`config.mk`:
```
export PLATFORM = sky130hd
export DESIGN_NAME = vrased_guard
export DESIGN_NICKNAME = d
export VERILOG_FILES = /design/src/rtl/vrased_guard.sv
export SDC_FILE = /design/constraint.sdc
export NUM_CORES = 1
export LEC_CHECK = 0
export ABC_AREA = 0
export CORE_MARGIN = 8
export CORE_UTILIZATION = 35
export CTS_CLUSTER_DIAMETER = 50
export DETAILED_ROUTE_END_ITERATION = 10
export GPL_TIMING_DRIVEN = 0
export PLACE_DENSITY = 0.81
export SKIP_LAST_GASP = 1
export SLEW_MARGIN = 40
export SYNTH_ARGS = -nofsm -noshare
export SYNTH_HDL_FRONTEND = slang
export SYNTH_SLANG_ARGS = --single-unit
```
`constraint.sdc`:
```
create_clock -name clk -period 2.1 [get_ports clk]
set_clock_uncertainty 0.1 [all_clocks]
set_input_delay 0.315 -clock clk [delete_from_list [all_inputs] [get_ports clk]]
set_output_delay 0.315 -clock clk [all_outputs]
set_load 0.005 [all_outputs]
```
`src/rtl/vrased_guard.sv`:
```
// Security monitor for CPU/DMA region access and atomic trusted-code execution.
// Optional `VRASED_GUARD_LOG_EN` adds violation cause/region/count log outputs.
module vrased_guard #(
    parameter int                        NUM_REGIONS     = 4,
    parameter logic [16*NUM_REGIONS-1:0] REGION_BASE     =
        {16'hFFDF, 16'h0140, 16'h0400, 16'h6A00},
    parameter logic [16*NUM_REGIONS-1:0] REGION_SIZE     =
        {16'h0033, 16'h001F, 16'h0C00, 16'h0040},
    parameter logic [NUM_REGIONS-1:0]    REGION_RP       = 4'b0001,
    parameter logic [NUM_REGIONS-1:0]    REGION_WP       = 4'b1111,
    parameter logic [NUM_REGIONS-1:0]    REGION_DMA_DENY = 4'b1111,
    parameter logic [15:0]               SMEM_BASE       = 16'hA000,
    parameter logic [15:0]               SMEM_SIZE       = 16'h4000,
    parameter logic [15:0]               RESET_HANDLER   = 16'h0000,
    parameter logic [7:0]                HOLD_CYCLES     = 8'd4
) (
    input  logic        clk,
    input  logic        reset_n,
    input  logic [15:0] pc,
    input  logic        data_en,
    input  logic        data_wr,
    input  logic [15:0] data_addr,
    input  logic        dma_en,
    input  logic [15:0] dma_addr,
    input  logic        irq,
    output logic        reset_out
`ifdef VRASED_GUARD_LOG_EN
    ,
    output logic [3:0]  viol_cause,
    output logic [2:0]  viol_region,
    output logic [7:0]  viol_count
`endif
);

    typedef enum logic [1:0] {
        S_RUN  = 2'd0,
        S_HOLD = 2'd1,
        S_WAIT = 2'd2
    } state_t;

    localparam logic [7:0] HOLD_LOAD =
        (HOLD_CYCLES == 8'd0) ? 8'd0 : HOLD_CYCLES - 8'd1;
    localparam logic [15:0] SMEM_LAST = SMEM_BASE + SMEM_SIZE - 16'd2;

    // Upper bound in 17 bits so regions touching 16'hFFFF never wrap.
    function automatic logic in_range(input logic [15:0] a,
                                      input logic [15:0] b,
                                      input logic [15:0] s);
        logic [16:0] top;
        top = {1'b0, b} + {1'b0, s};
        return ({1'b0, a} >= {1'b0, b}) && ({1'b0, a} < top);
    endfunction

    state_t      state_q, state_d;
    logic [7:0]  cnt_q, cnt_d;
    logic [15:0] prev_pc_q, prev_pc_d;
    logic        reset_out_q, reset_out_d;

    logic                   pc_trusted;
    logic                   prev_trusted;
    logic [NUM_REGIONS-1:0] cpu_bad;
    logic [NUM_REGIONS-1:0] dma_bad;
    logic                   cpu_viol;
    logic                   dma_viol;
    logic                   atom_viol;
    logic                   irq_viol;
    logic                   viol;

    always_comb begin
        pc_trusted   = in_range(pc, SMEM_BASE, SMEM_SIZE);
        prev_trusted = in_range(prev_pc_q, SMEM_BASE, SMEM_SIZE);
        cpu_bad      = '0;
        dma_bad      = '0;
        for (int i = 0; i < NUM_REGIONS; i++) begin
            if (data_en && !pc_trusted &&
                in_range(data_addr, REGION_BASE[16*i +: 16],
                         REGION_SIZE[16*i +: 16])) begin
                cpu_bad[i] = data_wr ? REGION_WP[i] : REGION_RP[i];
            end
            if (dma_en && REGION_DMA_DENY[i] &&
                in_range(dma_addr, REGION_BASE[16*i +: 16],
                         REGION_SIZE[16*i +: 16])) begin
                dma_bad[i] = 1'b1;
            end
        end
        cpu_viol  = |cpu_bad;
        dma_viol  = (|dma_bad) || (dma_en && pc_trusted);
        atom_viol = (!prev_trusted && pc_trusted && pc != SMEM_BASE) ||
                    (prev_trusted && !pc_trusted && prev_pc_q != SMEM_LAST);
        irq_viol  = irq && pc_trusted;
        viol      = cpu_viol || dma_viol || atom_viol || irq_viol;
    end

    always_comb begin
        state_d   = state_q;
        cnt_d     = cnt_q;
        prev_pc_d = pc;
        unique case (state_q)
            S_RUN: begin
                if (viol) begin
                    state_d = S_HOLD;
                    cnt_d   = HOLD_LOAD;
                end
            end
            S_HOLD: begin
                if (cnt_q == 8'd0) begin
                    state_d = S_WAIT;
                end else begin
                    cnt_d = cnt_q - 8'd1;
                end
            end
            S_WAIT: begin
                if (pc == RESET_HANDLER) begin
                    state_d = S_RUN;
                end
            end
            default: begin
                state_d = S_RUN;
                cnt_d   = 8'd0;
            end
        endcase
        reset_out_d = (state_d != S_RUN);
    end

    always_ff @(posedge clk) begin
        if (!reset_n) begin
            state_q     <= S_RUN;
            cnt_q       <= 8'd0;
            prev_pc_q   <= RESET_HANDLER;
            reset_out_q <= 1'b0;
        end else begin
            state_q     <= state_d;
            cnt_q       <= cnt_d;
            prev_pc_q   <= prev_pc_d;
            reset_out_q <= reset_out_d;
        end
    end

    assign reset_out = reset_out_q;

`ifdef VRASED_GUARD_LOG_EN
    logic [3:0] cause_q, cause_d;
    logic [2:0] region_q, region_d;
    logic [7:0] count_q, count_d;
    logic [2:0] hit_idx;
    logic       capture;

    // Scan downward so the lowest offending index wins.
    always_comb begin
        hit_idx = 3'd0;
        for (int i = NUM_REGIONS - 1; i >= 0; i--) begin
            if (cpu_bad[i] || dma_bad[i]) begin
                hit_idx = 3'(i);
            end
        end
        capture  = (state_q == S_RUN) && viol;
        cause_d  = cause_q;
        region_d = region_q;
        count_d  = count_q;
        if (capture) begin
            cause_d  = {irq_viol, atom_viol, dma_viol, cpu_viol};
            region_d = hit_idx;
            if (count_q != 8'hFF) begin
                count_d = count_q + 8'd1;
            end
        end
    end

    always_ff @(posedge clk) begin
        if (!reset_n) begin
            cause_q  <= 4'd0;
            region_q <= 3'd0;
            count_q  <= 8'd0;
        end else begin
            cause_q  <= cause_d;
            region_q <= region_d;
            count_q  <= count_d;
        end
    end

    assign viol_cause  = cause_q;
    assign viol_region = region_q;
    assign viol_count  = count_q;
`endif

endmodule

```
==> qor.csv <==
metric;value;unit
crit_type;primary input to register;
dp_hpwl;3050;um
p_switching;804;uW
layout_min_cycle_time;2060;ps
syn_avg_cell_area;8.64;sq um
ir_drop;0.000427;V
hold_class;primary input to register;
power_density;867;mW/mm^2
min_to;prev_pc_q[6];
crit_path_end_kind;register;
initial_utilization;35.5;%
drt-pass1-iter-count;4;
die_h;79.1;um
synth.distinct_cells;42;
combPwrFrac;49.2;%
cts_tree;built;
die_area;0.00625;sq mm
p_seq_share;35.7;%
seq_area_frac_synth;38.8;%
hold_viol;0;
area_growth_syn_to_layout;64.3;%
ant_nets;0;
tightest_slew;455;ps
outcome;finished, final reports clean;
insertion_delay;280;ps
drv_cap;0;
synth_nets;217;
maxSlewHeadroom;69.5;%
fin_area;0.00229;sq mm
n_antenna_cell;0;
power_frac_clock;15.1;%
placed_cell_area;0.00199;sq mm
synth.yosys.warnings;0;
r2r_end;cnt_q[2];
htreeDepth;1;
p_sw_share;40.6;%
portBuffers;54;
synthArstFlopShare;0;%
netlist_area;0.00139;sq mm
syn_inst;161;
synth_edf_count;0;
crit_arrival;2170;ps
p_int;1.18;mW
drc;0;
clockBufferDepth;2;
clock-root-buffer;clkbuf_8;
grt_pass1_vias;1686;
final.setup.worst_slack;44.8;ps
rows;23;
drt-initial-drc-count;136;
drive_gt1_share;26.9;%
grt_use_total;14.7;%
cp_max_fo;4;
grt_overflow;0;
most-common-layout-cells;dfxtp_1 (26), and2_1 (16), clkdlybuf4s50_1 (16);
numCtsBuffers;3;
r2r-start;cnt_q[3];
p_leak;0.956;nW
setup_viol;0;
fin_crit_sh;97.9;%
startpoint_type;primary input;
num_vias;1556;
min_delay_path_depth;2;
rsz0062_at_grt;yes;
rrSetupSlack;50;ps
grt_max_degree;17;
fmaxAchievable;487;MHz
slew_viol_final;0;
clock-sinks;27;
synthFlopType;dfxtp_1;
wl_per_cell;16.7;um
die_x;79.1;um
pre_cts_ws;-584;ps
nets;284;
core;0.00391;sq mm
cts.clk_slew.worst_paths;90;ps
grt_pass1_wl;7600;um
num_io_pins;55;
worstRegToRegCells;7;
yosys_register_bits;27;
final_common_cell;dfxtp_1;
wirelength;4620;um
hp-start;pc[6];
place_congestion;0.871;
antenna_found_initial;0;
viasPerCell;5.62;
crit_required;2210;ps
## cells in the mapped netlist (all sizes together) (2+ instances only)
master	count	area, sq um
nand4	9	56.3
o31ai	3	22.5
nor2	8	30.0
and4	2	17.5
nand3	7	35.0
a31oi	3	18.8
ha	2	25.0
nand2	4	15.0
or4	7	56.3
and2	16	100
inv	5	18.8
nor4	2	27.5
nor3	11	66.3
nor2b	5	31.3
and3	2	12.5
a211oi	2	15.0
clkbuf	2	7.51
a21oi	15	78.8
dfxtp	27	541
o21ai	10	53.8
nand2b	3	18.8
nor4b	2	17.5
## cells by family after synthesis
group	after synthesis	share of synthesized area, %
AO/OA/AOI/OAI	39	17.8
XOR/XNOR	1	0.630
adder cells (fa/ha/maj)	2	1.80
buffers and inverters	7	1.89
flip-flops	27	38.8
multiplexers	1	0.719
AND/OR/NAND/NOR	84	38.3
## area by class of cell
cell class | count | area, sq um
fillers | 381 | 1630
clock buffers | 3 | 41.3
flip-flops and latches | 27 | 542
well taps | 50 | 62.6
clock inverters | 1 | 7.51
repair buffers | 62 | 584
plain buffers | 2 | 7.51
multi-input cells | 127 | 1020
inverters | 5 | 18.8
## power groups by stage
stage	sequential, mW	clock, mW	combinational (mW)
6_report	0.707	0.299	0.975
5_1_grt	0.723	0.315	1.08
4_1_cts	0.697	0.290	0.866
3_5_place_dp	0.700	0	0.735
3_3_place_gp	0.698	0	0.723
2_1_floorplan	0.680	0	0.497
## worst max path at each step
stage	end	cells after the start	start	slack [ps]
after global routing	cnt_q[2]	9	pc[1]	-30
after floorplan	cnt_q[1]	7	pc[9]	7
final	cnt_q[2]	9	pc[1]	40
after global placement	reset_out	8	pc[9]	-570
after detailed placement	reset_out	8	pc[10]	-580
after CTS	cnt_q[0]	9	data_addr[4]	-6
## flip-flops by register name (all words and copies together) (netlist names)
signal	flops
prev_pc_q	16
state_q	2
reset_out	1
cnt_q	8
## timing repair
action,CTS,global route
gates resized for setup,63,46
buffers inserted,7,1
pin swaps,31,25
endpoints found under the setup margin,10,9
hold buffers,0,0
## per-layer routing
layer | part of all wire [%] | GRT usage (%) | up-vias | wire length [um]
met4 | 1.2 | 4.63 | 0 | 57
met1 | 41 | 16.6 | 741 | 1870
li1 | - | - | 739 | -
met3 | 7.0 | 2.82 | 5 | 325
met2 | 51 | 26.9 | 71 | 2360
met5 | 0 | 0 | - | 0
## stage by stage
step	hold WS, ps	power [mW]	util [%]	setup TNS (ps)	std cells
6_report	133	1.98	58.4	0	277
5_1_grt	137	2.11	58.4	-118	277
4_1_cts	169	1.85	56.1	-6.47	276
3_5_place_dp	346	1.44	51.0	-4930	265
3_3_place_gp	337	1.42	51.0	-4830	265
2_1_floorplan	329	1.18	-	0	161
## worst max-delay path, cell delays in order
cell and delay, ps:
buf_6 90, or4_4 540, nor4_4 320, a21o_1 220, a21oi_4 100, nor3_4 220
buf_6 170, o31ai_4 50, a21oi_1 150
Note: power is estimated with default switching activity, not from simulation.
